### src/rtl/ppa_pkg.sv
// Shared definitions for the pipelined parallel-prefix adder/subtractor:
// operation encoding, ceil-log2 and the accept-to-valid latency helper.
package ppa_pkg;

    typedef enum logic {
        PPA_ADD = 1'b0,
        PPA_SUB = 1'b1
    } ppa_op_e;

    // Smallest r with 2^r >= n (n >= 1).
    function automatic int ppa_clog2(input int n);
        int r;
        r = 0;
        for (int i = 0; i < 31; i++) begin
            if ((1 << i) < n) begin
                r = i + 1;
            end
        end
        return r;
    endfunction

    // One register for the bitwise g/p stage, then one per group of
    // pipe_every prefix levels; the last group also produces the sum.
    function automatic int ppa_lat(input int w, input int pipe_every);
        int l;
        l = ppa_clog2(w);
        return 1 + (l + pipe_every - 1) / pipe_every;
    endfunction

endpackage

### src/rtl/ppa_prefix_level.sv
// One combinational Sklansky prefix level over a power-of-two wide g/p vector.
// At level LEVEL, every position whose bit LEVEL is set absorbs the group
// ending just below its 2^(LEVEL+1)-aligned half; all others pass through.
module ppa_prefix_level #(
    parameter int W     = 8,
    parameter int LEVEL = 0
) (
    input  logic [W-1:0] i_g,
    input  logic [W-1:0] i_p,
    output logic [W-1:0] o_g,
    output logic [W-1:0] o_p
);

    // Per-bit group combine or pass-through.
    for (genvar i = 0; i < W; i++) begin : g_bit
        if (((i >> LEVEL) & 1) == 1) begin : g_comb
            localparam int J = ((i >> (LEVEL + 1)) << (LEVEL + 1)) + (1 << LEVEL) - 1;
            assign o_g[i] = i_g[i] | (i_p[i] & i_g[J]);
            assign o_p[i] = i_p[i] & i_p[J];
        end else begin : g_pass
            assign o_g[i] = i_g[i];
            assign o_p[i] = i_p[i];
        end
    end

endmodule

### src/rtl/ppa_addsub_pipe.sv
// Pipelined Sklansky adder/subtractor with valid/ready handshake and tag.
// {out_carry, out_sum} = in_a + (in_op ? ~in_b : in_b) + in_cin.
// Optional feature: define PPA_OVF_FLAG_EN to add out_ovf (signed overflow).
module ppa_addsub_pipe
    import ppa_pkg::*;
#(
    parameter int W          = 8,
    parameter int PIPE_EVERY = 2,
    parameter int TAG_W      = 4
) (
    input  logic             clk,
    input  logic             rst,
    input  logic             in_valid,
    output logic             in_ready,
    input  logic             in_op,
    input  logic [W-1:0]     in_a,
    input  logic [W-1:0]     in_b,
    input  logic             in_cin,
    input  logic [TAG_W-1:0] in_tag,
    output logic             out_valid,
    input  logic             out_ready,
    output logic [W-1:0]     out_sum,
    output logic             out_carry,
`ifdef PPA_OVF_FLAG_EN
    output logic             out_ovf,
`endif
    output logic [TAG_W-1:0] out_tag
);

    localparam int L   = ppa_clog2(W);
    localparam int NP  = 1 << L;
    localparam int LAT = ppa_lat(W, PIPE_EVERY);
    localparam int NS  = LAT - 1;   // index of the final (sum) stage

    logic [NS:0]                 r_v;
    logic [NS:0]                 w_rdy;
    logic [NS:0]                 w_vprev;
    logic [NS:0]                 w_ld;

    logic [W-1:0]                w_bx;
    logic [W-1:0]                w_x_in;
    logic [NP-1:0]               w_g_in;
    logic [NP-1:0]               w_p_in;

    logic [NS-1:0][NP-1:0]       r_g;
    logic [NS-1:0][NP-1:0]       r_p;
    logic [NS-1:0][W-1:0]        r_x;
    logic [NS-1:0][TAG_W-1:0]    r_tag;

    logic [NS-1:0][NP-1:0]       w_stg_g;
    logic [NS-1:0][NP-1:0]       w_stg_p;
    logic [NS-1:0][W-1:0]        w_stg_x;
    logic [NS-1:0][TAG_W-1:0]    w_stg_tag;

    logic [NP-1:0]               w_gf;
    logic [W-1:0]                w_sum_nx;
    logic [W-1:0]                r_sum;
    logic                        r_carry;
    logic [TAG_W-1:0]            r_tag_out;
    logic                        w_unused_lvl;

    // Bitwise generate/propagate; carry-in is folded into bit 0 so the
    // prefix tree needs no external carry and bit 0's group propagate is 0.
    always_comb begin
        w_bx      = (ppa_op_e'(in_op) == PPA_SUB) ? ~in_b : in_b;
        w_g_in    = '0;
        w_p_in    = '0;
        w_g_in[W-1:0] = in_a & w_bx;
        w_p_in[W-1:0] = in_a ^ w_bx;
        w_x_in    = in_a ^ w_bx;
        w_g_in[0] = (in_a[0] & w_bx[0]) | ((in_a[0] ^ w_bx[0]) & in_cin);
        w_p_in[0] = 1'b0;
        w_x_in[0] = in_a[0] ^ w_bx[0] ^ in_cin;
    end

    // Backpressure chain: a stage can take new data if empty or draining.
    always_comb begin
        logic c_rdy;
        w_rdy = '0;
        c_rdy = out_ready;
        for (int i = NS; i >= 0; i--) begin
            c_rdy    = ~r_v[i] | c_rdy;
            w_rdy[i] = c_rdy;
        end
    end

    assign w_vprev  = {r_v[NS-1:0], in_valid};
    assign w_ld     = w_rdy & w_vprev;
    assign in_ready = w_rdy[0];

    // Valid bits: a ready stage takes its predecessor's valid, else holds.
    always_ff @(posedge clk) begin
        if (rst) begin
            r_v <= '0;
        end else begin
            r_v <= (w_rdy & w_vprev) | (~w_rdy & r_v);
        end
    end

    // Prefix levels; level l starts from a register whenever l is a cut point.
    for (genvar l = 0; l < L; l++) begin : g_lvl
        logic [NP-1:0] w_g_i;
        logic [NP-1:0] w_p_i;
        logic [NP-1:0] w_g_o;
        logic [NP-1:0] w_p_o;
        if ((l % PIPE_EVERY) == 0) begin : g_cut
            assign w_g_i = r_g[l / PIPE_EVERY];
            assign w_p_i = r_p[l / PIPE_EVERY];
        end else begin : g_chain
            assign w_g_i = g_lvl[l-1].w_g_o;
            assign w_p_i = g_lvl[l-1].w_p_o;
        end
        ppa_prefix_level #(
            .W     (NP),
            .LEVEL (l)
        ) u_level (
            .i_g (w_g_i),
            .i_p (w_p_i),
            .o_g (w_g_o),
            .o_p (w_p_o)
        );
    end

    assign w_stg_g[0]   = w_g_in;
    assign w_stg_p[0]   = w_p_in;
    assign w_stg_x[0]   = w_x_in;
    assign w_stg_tag[0] = in_tag;

    // Inputs of intermediate stages: output of the last level of the group.
    for (genvar s = 1; s < NS; s++) begin : g_stg
        assign w_stg_g[s]   = g_lvl[s*PIPE_EVERY-1].w_g_o;
        assign w_stg_p[s]   = g_lvl[s*PIPE_EVERY-1].w_p_o;
        assign w_stg_x[s]   = r_x[s-1];
        assign w_stg_tag[s] = r_tag[s-1];
    end

    // After the last level every w_gf[i] is the carry out of bit i.
    assign w_gf         = g_lvl[L-1].w_g_o;
    assign w_sum_nx     = r_x[NS-1] ^ {w_gf[W-2:0], 1'b0};
    assign w_unused_lvl = ^{g_lvl[L-1].w_p_o, w_gf};

    // Datapath registers, loaded only when the stage accepts a valid op.
    always_ff @(posedge clk) begin
        for (int s = 0; s < NS; s++) begin
            if (w_ld[s]) begin
                r_g[s]   <= w_stg_g[s];
                r_p[s]   <= w_stg_p[s];
                r_x[s]   <= w_stg_x[s];
                r_tag[s] <= w_stg_tag[s];
            end
        end
        if (w_ld[NS]) begin
            r_sum     <= w_sum_nx;
            r_carry   <= w_gf[W-1];
            r_tag_out <= r_tag[NS-1];
        end
    end

`ifdef PPA_OVF_FLAG_EN
    logic r_ovf;

    // Signed overflow: carry into the MSB differs from carry out of it.
    always_ff @(posedge clk) begin
        if (w_ld[NS]) begin
            r_ovf <= w_gf[W-1] ^ w_gf[W-2];
        end
    end

    assign out_ovf = r_v[NS] & r_ovf;
`endif

    // Data registers are unreset, so outputs read zero whenever empty.
    assign out_valid = r_v[NS];
    assign out_sum   = r_v[NS] ? r_sum     : '0;
    assign out_carry = r_v[NS] & r_carry;
    assign out_tag   = r_v[NS] ? r_tag_out : '0;

endmodule

### config.mk
export PLATFORM = sky130hd
export DESIGN_NAME = ppa_addsub_pipe
export DESIGN_NICKNAME = d
export VERILOG_FILES = /design/src/rtl/ppa_pkg.sv /design/src/rtl/ppa_prefix_level.sv /design/src/rtl/ppa_addsub_pipe.sv
export SDC_FILE = /design/constraint.sdc
export NUM_CORES = 1
export LEC_CHECK = 0
export ABC_AREA = 1
export ABC_CLOCK_PERIOD_IN_PS = 1700
export CAP_MARGIN = 15
export CORE_MARGIN = 2
export CORE_UTILIZATION = 45
export CTS_BUF_LIST = sky130_fd_sc_hd__clkbuf_16
export CTS_CLUSTER_DIAMETER = 40
export DETAILED_ROUTE_END_ITERATION = 8
export GPL_ROUTABILITY_DRIVEN = 0
export PLACE_DENSITY_LB_ADDON = 0.2
export SKIP_LAST_GASP = 1
export SYNTH_ARGS = -nofsm -noshare
export SYNTH_HDL_FRONTEND = slang
export SYNTH_SLANG_ARGS = --single-unit
### constraint.sdc
create_clock -name clk -period 1.7 [get_ports clk]
set_input_delay 0.425 -clock clk [delete_from_list [all_inputs] [get_ports clk]]
set_output_delay 0.425 -clock clk [all_outputs]
set_load 0.02 [all_outputs]
==> metrics, run 1 <==
worst vdd ir 0.713 mV; die area 0.00578 mm²; Clock transition at path regs 50 ps; Finished Cell Area 0.00314 mm²; simple-gate share of the synthesized area 6.27%; diode count 0; mux share of post-synthesis cell area 0%; HPWL Detailed 2.23 mm; DR vias 1264; CTS max path bufs 2; Area contributors post-synth edfxtp_1 (72%), inv_1 (4.8%), nand2_1 (4.3%); power density over the cells 1220 mW/mm²; DIE HEIGHT 76.1 µm; count leader, synth edfxtp_1; RSZ-0062 raised after global routing false; synth-to-layout area growth 34.4%; Placed Instance Area 0.00288 mm²; max cap viols 0; Commonest cells post-synth edfxtp_1 (56), inv_1 (30), nand2_1 (27); Fmax 611 MHz; Worst Setup Start Kind primary input; largest family of logic cells by synthesized area simple AND/OR/NAND/NOR gates; YS warnings 0; Post-synth top flop edfxtp_1; post-route setup slack 62.3 ps; async set-or-reset flop fraction in the synthesized netlist 0%; final wirelength 3.21 mm; Num CTS Buffers 9; antenna violations before repair 0; Iter 0 DRT Violations 68; H-tree lvl count 3; crit path from out_ready; global-route wire length before repair 5.32 mm; First-pass DRT Iterations 4; area of the core 0.00504 mm²; Avg Cell Area, Syn 14.5 µm²; grt total ovfl 0; Die Wd 76.1 µm; clock sink total 59; critical-path cell list clkdlybuf4s50_1 -> inv_1 -> nand4_4 -> clkbuf_2; Core Util, Final 62.3%; DRC viols 0; #FFs+latches synth 59; post-synthesis sequential area ratio 74.6%; CP max FO 3; Initial Utilization 46.3%; GRT Resource Usage Total 12.7%; final hold viol count 0; routed len/inst 11.0 µm; vias in the first global route 1224; Worst Tran Pin Value 234 ps; Hold Startpoint r_tag[5]; post-CTS setup buffer count 0; Ports 41; Cell Area, Synth 0.00234 mm²; CP Data Arrival Time 1210 ps; overall power 3.84 mW; leakage power 1.35 nW; distinct cell type count after synthesis 18; area leader, netlist edfxtp_1; layout cells sized above 1 16.7%; Fin Setup TNS 0 ps; fin. max-slew vios 0; normalized max-slew margin 84.4%; ANT nets after route 0; DR vias/cell 4.33; Syn Inst Count 161; Worst Setup End Kind output pin; layout filler cell count 398; Setup Skew 3.12 ps; Post-Synth Adder-Cell Area 5.14%; Setup CP Type in -> out; Synth Area in XOR/XNOR 4.50%; clk root buf clkbuf_16; Yosys top cell area share 72.0%; WP data required 1270 ps; part of the cycle the worst path needs 96.3%; Cell Count, Final, Fillers Out 292; num rows 26; Setup violations, final 0; Worst Hold Class reg -> reg; dpl ws -376 ps; status finished, final reports clean; post-synth net total 196; CTS tree done; Clock Latency Late Sink 320 ps; compound-cell area share of the yosys netlist 3.59%; largest net degree at the start of global routing 24; Period minus WS final 1640 ps; Buffers on Ports 40; nets@finish 252; Worst Hold Margin 418 ps; max incr delay on CP 450 ps; dpl cells 276; Post-synth EDFFs 56; Max stage delay cell, worst path clkdlybuf4s50_1
layer usage:
metal / share of wire [%] / wire length [µm] / GRT usage (%)
met2: 50 / 1610 / 19.8
met5: 0 / 0 / 0
met1: 41 / 1300 / 13.2
met3: 6.5 / 210 / 5.09
met4: 2.7 / 87 / 11.3
report_power, final:
part / internal [mW] / switching (mW) / leakage (nW)
Clock: 1.27 / 0.588 / 0.149
Combinational: 0.122 / 0.112 / 0.645
Sequential: 1.71 / 0.0353 / 0.558
Total: 3.11 / 0.736 / 1.35
cells in the final DEF (no fill, tap or decap):
cell             instances
a21o_1                   1
a21oi_1                  7
a21oi_2                  1
buf_12                   2
buf_4                    6
bufinv_16                2
clkbuf_16                9
clkbuf_2                12
clkdlybuf4s15_1          2
clkdlybuf4s50_1         25
clkinv_1                 1
clkinv_2                 1
clkinv_4                 1
clkinvlp_4               2
dfxtp_1                  3
dlygate4sd2_1            1
edfxtp_1                56
fa_1                     1
ha_1                     8
inv_1                   30
nand2_1                 27
nand3_1                  1
nand4_4                  1
nor2_1                   5
o21ai_0                  2
o21bai_1                 3
xnor2_1                  2
xor2_1                  10
final cells by class:
cell class	instances	area, µm²	area share (%)
multi-input combinational	69	455	14.5
clock inverter	7	92.6	2.95
inverter	30	113	3.59
sequential	59	1740	55.5
clock buffer	9	225	7.17
timing repair buffer	48	424	13.5
tap	70	87.6	2.79
logic make-up (layout without fill, tap and decap cells):
| kind of cell | after synthesis | after routing |
|---|---|---|
| XOR/XNOR | 12 | 12 |
| flip-flops | 59 | 59 |
| AND/OR/NAND/NOR | 34 | 34 |
| AO/OA/AOI/OAI | 14 | 14 |
| buffers and inverters | 33 | 94 |
| adder cells (fa/ha/maj) | 9 | 9 |
path summary, 6_finish.rpt:
path,endpoint,cells past startpoint,slack (ps)
hold / removal,r_tag_out[1],0,420
setup reg to reg,r_tag_out[2],3,480
setup / recovery,in_ready,4,60
hold reg to reg,r_tag_out[1],0,420
flip-flops by register name, summed over array words and instances, names as in the netlist, named ones only:
signal	count
r_tag_out	4
r_sum	8
r_x	16
r_tag	8
g_lvl.w_p_i	3
g_lvl.w_g_i	16
r_carry	1
timing repair:
action | CTS | global route
endpoints found under the hold margin | 0 | 0
endpoints found under the setup margin | 15 | 14
hold buffers | 0 | 0
pin swaps | 0 | 0
gates resized for setup | 18 | 23
worst max-delay path: cells and delay by family:
family                 cells  cell delay (ps)
buffers and inverters      3              710
and+or+nand+nor            1               80
(Power assumes the default switching activity.)
==> inputs of run 2 (changes only) <==
--- a/config.mk
+++ b/config.mk
@@ -10,4 +10,6 @@
 export CAP_MARGIN = 15
+export CELL_PAD_IN_SITES_DETAIL_PLACEMENT = 0
+export CELL_PAD_IN_SITES_GLOBAL_PLACEMENT = 1
 export CORE_MARGIN = 2
-export CORE_UTILIZATION = 45
+export CORE_UTILIZATION = 42
 export CTS_BUF_LIST = sky130_fd_sc_hd__clkbuf_16
--- a/constraint.sdc
+++ b/constraint.sdc
@@ -3,2 +3,2 @@
 set_output_delay 0.425 -clock clk [all_outputs]
-set_load 0.02 [all_outputs]
+set_load 0.01 [all_outputs]
==> run 2 against run 1 <==
- worst hold slack worse by 1.5 ps
- global-route usage up 0.11 points
- critical path depth unchanged
- via count up 2.1%
- non-clock buffer count up 3
- maximum frequency up 2.9%
- sequential cell count unchanged
- register-to-register slack worse by 90 ps
- critical endpoint is now out_sum[4]
- largest cell class unchanged
- largest power group unchanged
==> metrics, run 2 (same netlist as run 1, synthesis figures left out) <==
status finished, final reports clean (unchanged); leakage power 1.41 nW (was 1.35 nW); DIE HEIGHT 78.6 µm (was 76.1 µm); num rows 27 (was 26); Clock Latency Late Sink 310 ps (was 320 ps); clk root buf clkbuf_16 (unchanged); DR vias 1291 (was 1264); Sequential Power Share 45.9% (was 45.4%); CP max FO 14 (was 3); worst vdd ir 0.545 mV (was 0.713 mV); Finished Cell Area 0.00321 mm² (was 0.00314 mm²); Fin Setup TNS 0 ps (unchanged); area of the core 0.00544 mm² (was 0.00504 mm²); Buffers on Ports 40 (unchanged); First-pass DRT Iterations 4 (unchanged); DRC viols 0 (unchanged); nets@finish 255 (was 252); Clk network pwr share 47.9% (was 48.5%); Setup CP Type reg -> out (was in -> out); Placed Instance Area 0.00292 mm² (was 0.00288 mm²); post-route setup slack 109 ps (was 62.3 ps); dpl ws -295 ps (was -376 ps); Initial Utilization 42.9% (was 46.3%); Worst Setup Start Kind register (was primary input); Worst Tran Pin Value 249 ps (was 234 ps); CP Data Arrival Time 1170 ps (was 1210 ps); Worst Hold Margin 416 ps (was 418 ps); Num CTS Buffers 9 (unchanged); Ports 41 (unchanged); Core Util, Final 59.0% (was 62.3%); part of the cycle the worst path needs 93.6% (was 96.3%); CTS tree done (unchanged); overall power 3.81 mW (was 3.84 mW); RSZ-0062 raised after global routing false (unchanged); DR vias/cell 4.35 (was 4.33); Setup violations, final 0 (unchanged); Setup Skew 1.92 ps (was 3.12 ps); dpl cells 281 (was 276); synth-to-layout area growth 37.3% (was 34.4%); NetSw 0.708 mW (was 0.736 mW); die area 0.00617 mm² (was 0.00578 mm²); layout filler cell count 432 (was 398); Worst Setup End Kind output pin (unchanged); Clock transition at path regs 50 ps (about the same); Period minus WS final 1590 ps (was 1640 ps); diode count 0 (unchanged); vias in the first global route 1333 (was 1224); final hold viol count 0 (unchanged); CTS max path bufs 2 (unchanged); final wirelength 3.31 mm (was 3.21 mm); commonest cells after routing, fill and taps aside edfxtp_1 (56), inv_1 (30), nand2_1 (27), clkdlybuf4s50_1 (25), dlygate4sd2_1 (14) (was edfxtp_1 (56), inv_1 (30), nand2_1 (27), clkdlybuf4s50_1 (25), clkbuf_2 (12)); Gate power share 6.2% (was 6.1%); Die Wd 78.6 µm (was 76.1 µm); internal power 3.10 mW (was 3.11 mW); largest net degree at the start of global routing 21 (was 24); H-tree lvl count 3 (unchanged); Worst Hold Class reg -> reg (unchanged); commonest non-fill, non-tap cell in the layout edfxtp_1 (unchanged); layout cells sized above 1 12.9% (was 16.7%); max cap viols 0 (unchanged); ANT nets after route 0 (unchanged); global-route wire length before repair 5.80 mm (was 5.32 mm); Fmax 629 MHz (was 611 MHz); normalized max-slew margin 83.4% (was 84.4%); Iter 0 DRT Violations 53 (was 68); WP data required 1270 ps (about the same); sw frac 18.6% (was 19.2%); post-cts hold buffer count 0 (unchanged); power density over the cells 1190 mW/mm² (was 1220 mW/mm²); GRT Resource Usage Total 12.8% (was 12.7%); antenna violations before repair 0 (unchanged); Cell Count, Final, Fillers Out 297 (was 292); clock sink total 59 (unchanged); fin. max-slew vios 0 (unchanged); grt total ovfl 0 (unchanged); HPWL Detailed 2.52 mm (was 2.23 mm); routed len/inst 11.1 µm (was 11.0 µm)
==> run 2: worst max-delay path: stages, from the launching register on <==
cell and delay [ps]:
dfxtp_2 340, buf_12 140, nand2_1 60, inv_1 50, dlygate4sd2_1 260
==> run 2: final cells by class <==
class                      instances  area, µm²  share of cell area (%)
clock inverter                     7       83.8                    2.61
multi-input combinational         69        455                    14.2
timing repair buffer              51        498                    15.5
tap                               72       90.1                    2.81
sequential                        59       1740                    54.3
inverter                          30        113                    3.51
clock buffer                       9        225                    7.02
==> run 2: path summary, 6_finish.rpt <==
| kind | from | endpoint | slack (ps) | cells after the start |
|---|---|---|---|---|
| max | register | out_sum[4] | 110 | 4 |
| max reg2reg | register | g_lvl[0].w_g_i[6] | 390 | 6 |
| min reg2reg | r_x[0] | r_x[8] | 420 | 0 |
| min | r_x[0] | r_x[8] | 420 | 0 |
==> run 2: what timing repair did <==
| action | CTS | global route |
|---|---|---|
| pin swaps | 0 | 0 |
| buffers inserted | 0 | 0 |
| resized for setup | 16 | 3 |
| endpoints found under the setup margin | 15 | 1 |
==> run 2: metal layers <==
layer | routed length [µm] | up-vias | global-route usage [%]
met5 | 0 | - | 0
met4 | 47 | 0 | 7.02
met3 | 149 | 4 | 5.75
met2 | 1720 | 37 | 21.1
met1 | 1390 | 595 | 13.7
li1 | - | 655 | -
==> run 2: power groups by stage <==
stage	clock network, mW	registers (mW)	logic [mW]
6_report	1.82	1.75	0.237
5_1_grt	1.92	1.76	0.271
4_1_cts	1.86	1.75	0.244
3_5_place_dp	0	1.78	0.247
3_3_place_gp	0	1.77	0.235
2_1_floorplan	0	1.76	0.115
==> inputs of run 3 (changes only) <==
Settings changed: CAP_MARGIN 15 to not set.
==> results of run 3 <==
Same layout as run 2: the final DEF is identical, and so are final timing and power.
